File: src/rtl/cp0_compare_array.sv
// ---------------------------------------------------------------------------
// cp0_compare_array
//
// Free-running CP0 Count register with CH independent Compare channels. Each
// channel owns a sticky timer-interrupt pending bit and an enable bit. Count
// advances once every PRESCALE clocks.
//
// Register map (waddr / raddr):
//   0          Count
//   1..CH      Compare[0..CH-1]
//   CH+1       Enable (bits [CH-1:0], upper bits read 0)
//   others     read 0, writes ignored
//
// Ports:
//   clk         system clock, rising edge
//   rst         asynchronous reset, active-high
//   count_hold  (only with CP0_COUNT_HOLD_EN) freezes prescaler and Count
//   we          register write strobe
//   waddr       write address
//   write_data  write data
//   raddr       read address
//   read_data   combinational read data for raddr
//   count_out   current Count value
//   irq         per-channel pending timer interrupt
//   irq_any     OR of irq
//
// Optional feature macro: CP0_COUNT_HOLD_EN
// ---------------------------------------------------------------------------
module cp0_compare_array #(
    parameter int WIDTH    = 32,
    parameter int CH       = 4,
    parameter int PRESCALE = 2,
    parameter int ADDR_W   = 4
) (
    input  logic              clk,
    input  logic              rst,
`ifdef CP0_COUNT_HOLD_EN
    input  logic              count_hold,
`endif
    input  logic              we,
    input  logic [ADDR_W-1:0] waddr,
    input  logic [WIDTH-1:0]  write_data,
    input  logic [ADDR_W-1:0] raddr,
    output logic [WIDTH-1:0]  read_data,
    output logic [WIDTH-1:0]  count_out,
    output logic [CH-1:0]     irq,
    output logic              irq_any
);

    // A one-cycle prescaler still needs a 1-bit counter to keep widths legal.
    localparam int PW = (PRESCALE > 1) ? $clog2(PRESCALE) : 1;

    logic [PW-1:0]    pre_cnt;
    logic [WIDTH-1:0] count;
    logic [WIDTH-1:0] compare [CH];
    logic [CH-1:0]    enable;
    logic [CH-1:0]    pending;
    logic [CH-1:0]    eq;
    logic [CH-1:0]    eq_d;
    logic [CH-1:0]    match;
    logic [CH-1:0]    cmp_wr;
    logic             count_wr;
    logic             enable_wr;
    logic             tick;
    logic             run;

`ifdef CP0_COUNT_HOLD_EN
    assign run = ~count_hold;
`else
    assign run = 1'b1;
`endif

    assign tick = (pre_cnt == PW'(PRESCALE - 1));

    always_comb begin
        count_wr  = we && (waddr == '0);
        enable_wr = we && (waddr == ADDR_W'(CH + 1));
        cmp_wr    = '0;
        for (int i = 0; i < CH; i++) begin
            cmp_wr[i] = we && (waddr == ADDR_W'(i + 1));
        end
    end

    // A match event fires only on entry into equality, so a Count value held
    // for several prescaler cycles raises the interrupt once.
    always_comb begin
        eq = '0;
        for (int i = 0; i < CH; i++) begin
            eq[i] = (count == compare[i]);
        end
        match = eq & ~eq_d & enable;
    end

    // A Count write restarts the prescale period and takes priority over a
    // tick landing in the same cycle.
    always_ff @(posedge clk or posedge rst) begin
        if (rst) begin
            count   <= '0;
            pre_cnt <= '0;
        end else if (count_wr) begin
            count   <= write_data;
            pre_cnt <= '0;
        end else if (run) begin
            if (tick) begin
                count   <= count + WIDTH'(1);
                pre_cnt <= '0;
            end else begin
                pre_cnt <= pre_cnt + PW'(1);
            end
        end
    end

    always_ff @(posedge clk or posedge rst) begin
        if (rst) begin
            for (int i = 0; i < CH; i++) begin
                compare[i] <= '1;
            end
            enable <= '0;
        end else begin
            for (int i = 0; i < CH; i++) begin
                if (cmp_wr[i]) begin
                    compare[i] <= write_data;
                end
            end
            if (enable_wr) begin
                enable <= write_data[CH-1:0];
            end
        end
    end

    // Writing a Compare register acknowledges its interrupt; that write wins
    // over a match event arriving on the same edge.
    always_ff @(posedge clk or posedge rst) begin
        if (rst) begin
            eq_d    <= '0;
            pending <= '0;
        end else begin
            eq_d    <= eq;
            pending <= (pending | match) & ~cmp_wr;
        end
    end

    always_comb begin
        read_data = '0;
        if (raddr == '0) begin
            read_data = count;
        end
        for (int i = 0; i < CH; i++) begin
            if (raddr == ADDR_W'(i + 1)) begin
                read_data = compare[i];
            end
        end
        if (raddr == ADDR_W'(CH + 1)) begin
            read_data[CH-1:0] = enable;
        end
    end

    assign count_out = count;
    assign irq       = pending;
    assign irq_any   = |pending;

endmodule

File: config.mk
export PLATFORM = sky130hd
export DESIGN_NAME = cp0_compare_array
export DESIGN_NICKNAME = d
export VERILOG_FILES = /design/src/rtl/cp0_compare_array.sv
export SDC_FILE = /design/constraint.sdc
export NUM_CORES = 1
export LEC_CHECK = 0
export CORE_MARGIN = 1
export CORE_UTILIZATION = 55
export DETAILED_ROUTE_END_ITERATION = 10
export DONT_BUFFER_PORTS = 1
export PLACE_DENSITY_LB_ADDON = 0.12
export SLEW_MARGIN = 10
export SYNTH_ARGS = -nofsm -noshare
export SYNTH_HDL_FRONTEND = slang
export SYNTH_SLANG_ARGS = --single-unit
File: constraint.sdc
create_clock -name clk -period 7.6 [get_ports clk]
set_clock_uncertainty 0.05 [all_clocks]
set_input_delay 1.52 -clock clk [delete_from_list [all_inputs] [get_ports clk]]
set_output_delay 1.52 -clock clk [all_outputs]
set_load 0.03 [all_outputs]
# Yosys cells after proc, flatten, opt, wreduce, memory -nomap -nowiden
# Cells that the tools add are included.
# totals
rom_bits	0
latch_bits	0
memories	0
ramBits	0
out_inout_bits	69
register_bits	173
inputBits	43
# op_classes
shifts	0
addsub	2
eq_ne	14
n_lt_le_gt_ge	0
reduce_logical	10
div_mod_pow	0
bitwise	6
muxes	10
mul	0
# op_table
op	n
$mux 32	7
$eq 32x32->1	4
$add 32x1->32 const B	1
$eq 4x2->1 const B	4
$eq 4x3->1 const B	4
$and 4x4->4	3
$eq 4x1->1 const B	2
$logic_not 4->1	2
$not 4->4	2
$logic_and 1x1->1	6
$mux 4	1
$or 4x4->4	1
$reduce_or 4->1	1
$mux 1	2
$reduce_bool 2->1	1
$add 1x1->1 const B	1

# Depth between registers and ports, before layout
# depth
ltp_word	7
mapped_depth	6

# Worst setup path before layout
# Ideal clock, no wire load.
# synth_path
path_kind	input-to-output
from	input port raddr[0]
to	output port read_data[10]
path_slack_ns	3.068
arrival_time_ns	2.962
cell_stages	5
cell_sequence	buf_2 nor2b_1 clkbuf_1 a21oi_1 o21ai_0
# synth_via
elab_chain_len	6
# synth_rtl
item	line	source
start: declaration	43	input logic [ADDR_W-1:0] raddr,
$logic_not 4->1	145	if (raddr == '0) begin
$mux 32	145	
$mux 32 (3 in series)	149	if (raddr == ADDR_W'(i + 1)) begin
$mux 32 (*)	149	
end: declaration	44	output logic [WIDTH-1:0] read_data,
# Mark *: on every way between the ends. The rest lies on a longest branch, timed or not.

# Worst setup path after layout
# layout_path
from	input port raddr[3]
to	output port read_data[10]
# The elaborated chain is that of the path after synthesis.

==> metrics.md <==
| Metric | Value |
|---|---|
| Status | `complete, no violations` |
| Post-synth top flop | `dfstp_2` |
| Largest stage delay, worst path | `0.67 ns` |
| CP Class | `input pin to output pin` |
| H-tree levels | `4` |
| Pwr Density | `341 nW/um^2` |
| Initial DRC count | `576` |
| Synth warn | `0` |
| Synth cell types | `52` |
| Data required, critical path | `6.03 ns` |
| Routed WL per cell | `27.1 um` |
| Post-layout util | `0.594` |
| Synth top area share | `0.333` |
| Post-route DRC | `0` |
| Clock Tree Buf Depth | `2` |
| Die Wd | `138 um` |
| MaxCap Viol Count | `0` |
| Cells after Synth | `860` |
| Largest net degree at the start of global routing | `118` |
| Gp weighted congestion | `0.883` |
| Worst path bufs/invs | `1` |
| Maximum clock frequency | `203 MHz` |
| Clk Tree Root Cell | `clkbuf_16` |
| Post-synth EDFFs | `0` |
| Initial antenna violation count | `0` |
| Cell Area, Synth | `10,100 um^2` |
| Relative slew slack | `0.284` |
| Startpoint Class | `input pin` |
| Wirelength, routed | `28,700 um` |
| Largest area contributor in the netlist | `dfstp_2` |
| Arr. time, crit path | `3.37 ns` |
| Setup_tns | `0 ns` |
| Die Y | `138 um` |
| Most frequent cells in the layout | `mux2_2 (129), dfstp_2 (128), xor2_1 (105)` |
| Pre-antenna DRT Iters | `5` |
| Via count | `6,820` |
| GRT Overall Usage | `0.318` |
| Vias per cell | `6.44` |
| Pwr Total | `3640 uW` |
| Min-delay worst type | `flip-flop to flip-flop` |
| Max rail drop VDD | `214 uV` |
| Critical path's top delay family | `simple AND/OR/NAND/NOR gates` |
| Total CTS buffers | `17` |
| Vias in the first global route | `6,860` |
| PortBufs | `0` |
| Slew Limit Fails | `0` |
| Die area | `18,900 um^2` |
| GR Overflow Total | `0` |
| Tmin final | `4.94 ns` |
| Critical-path top delay cell | `nor3_2` |
| Skew-Pair Late Insertion Delay | `0.44 ns` |
| Critical path fanouts, max | `20` |
| Diode count | `0` |
| CP cell instances | `nand2b_1, nor3_2, buf_4, a22oi_1, o21ai_0` |
| Core ar. | `18,000 um^2` |
| Num rows | `49` |
| Reg clk slew, reported paths | `0.07 ns` |
| Nets | `861` |
| Sequential fraction of the synthesis area | `0.444` |
| # setup viols final | `0` |
| I/O pin total | `112` |
| CTS-repair resized insts | `0` |
| Worst Max-Slew Pin Slew | `1.07 ns` |
| Initial core utilization | `0.563` |
| Async SR Flop Fraction | `1.00` |
| TritonCTS clock tree | `yes` |
| Final cycle utilization of the critical path | `0.650` |
| Postcts setup bufs | `0` |
| Filler cells | `1,476` |
| Syn Nets | `904` |
| Syn Area/Cell | `11.8 um^2` |
| Leakage | `0.00408 uW` |
| Register bit total from synthesis | `173` |
| Clock Sink Count | `173` |
| Area delta synth->final | `5.47%` |
| Unrepaired setup endpoints after global routing | `no` |
| Hold Buf Count CTS | `0` |
| Crit. End Element | `output pin` |
| Commonest non-fill, non-tap cell in the layout | `mux2_2` |
| Final Hold Viols | `0` |
| Ranking of synthesized cells by area | `dfstp_2 (33%), mux2_2 (14%), dfrtp_1 (11%)` |
| First-pass GRT wire length | `43,100 um` |
| DP Wirelength | `19,700 um` |
| Final ANT Viol Nets | `0` |
| Share of layout cells above drive strength 1 | `0.412` |
logic make-up after synthesis:
kind of cell	after synthesis	share of synthesized area
and+or+nand+nor	189	0.114
AOI/OAI and AO/OA	99	0.0619
muxes	165	0.201
buffers and inverters	74	0.0402
DFF	173	0.444
xor gates and xnor gates	159	0.138
adders and majority gates	1	0.00124
area by class of cell:
type | count | area, um^2 | share of cell area
clock buffer | 19 | 433 | 0.0406
multi-input combinational | 613 | 5240 | 0.491
timing repair buffer | 7 | 52.6 | 0.00493
inverter | 5 | 23.8 | 0.00223
sequential | 173 | 4490 | 0.421
clock inverter | 13 | 143 | 0.0134
tap | 229 | 287 | 0.0269
tightest hold or removal path: cells and delay by family (launching register included):
kind	cells	cell delay, ns
AO/OA/AOI/OAI	1	0.11
AND/OR/NAND/NOR	1	0.05
flip-flops	1	0.33
worst paths after layout:
kind	startpoint	to	slack, ns	depth (start not counted)
setup / recovery	raddr[3]	read_data[10]	2.66	5
hold / removal	eq_d[1]	irq[1]	0.48	2
setup reg to reg	count_out[14]	irq[1]	4.86	5
hold reg to reg	eq_d[1]	irq[1]	0.48	2
max in group asynchronous	rst	enable[2]	4.99	2
min in group asynchronous	rst	count_out[12]	1.13	1
stage by stage:
stage	hold slack [ns]	worst slack (ns)	cells	cell area, um^2
floorplan	0.440	1.55	860	10100
global placement	0.453	2.69	1027	10100
detailed placement	0.469	2.63	1027	10100
CTS	0.484	2.63	1059	10700
global route	0.503	2.55	1059	10700
finish	0.482	2.66	1059	10700
where the power goes:
group	internal (uW)	leakage (uW)	switching (uW)
combinational	465	0.00192	511
clock	486	0.000278	383
sequential	1260	0.00188	534
total	2210	0.00408	1430
state kept, by name, indices dropped and copies added (netlist names):
register,count
compare,128
irq,4
eq_d,4
pre_cnt,1
enable,4
count_out,32
Yosys cell counts, types with 15 or more instances:
| cell | n |
|---|---|
| nor2_1 | 59 |
| a22o_1 | 19 |
| dfstp_2 | 128 |
| clkbuf_1 | 21 |
| nor4_1 | 24 |
| a21oi_1 | 45 |
| nand4_1 | 23 |
| xor2_1 | 105 |
| xnor2_1 | 54 |
| mux4_2 | 17 |
| mux2i_1 | 15 |
| nand2_1 | 21 |
| mux2_2 | 129 |
| dfrtp_1 | 45 |
| buf_2 | 31 |
per-layer routing:
layer / vias to the layer above / GRT usage / part of all wire
met5: - / 0 / 0
met4: 0 / 0.134 / 0.032
met3: 41 / 0.0684 / 0.069
met2: 238 / 0.502 / 0.48
met1: 3558 / 0.422 / 0.42
li1: 2983 / - / -
Note: power is estimated with default switching activity, not from simulation.
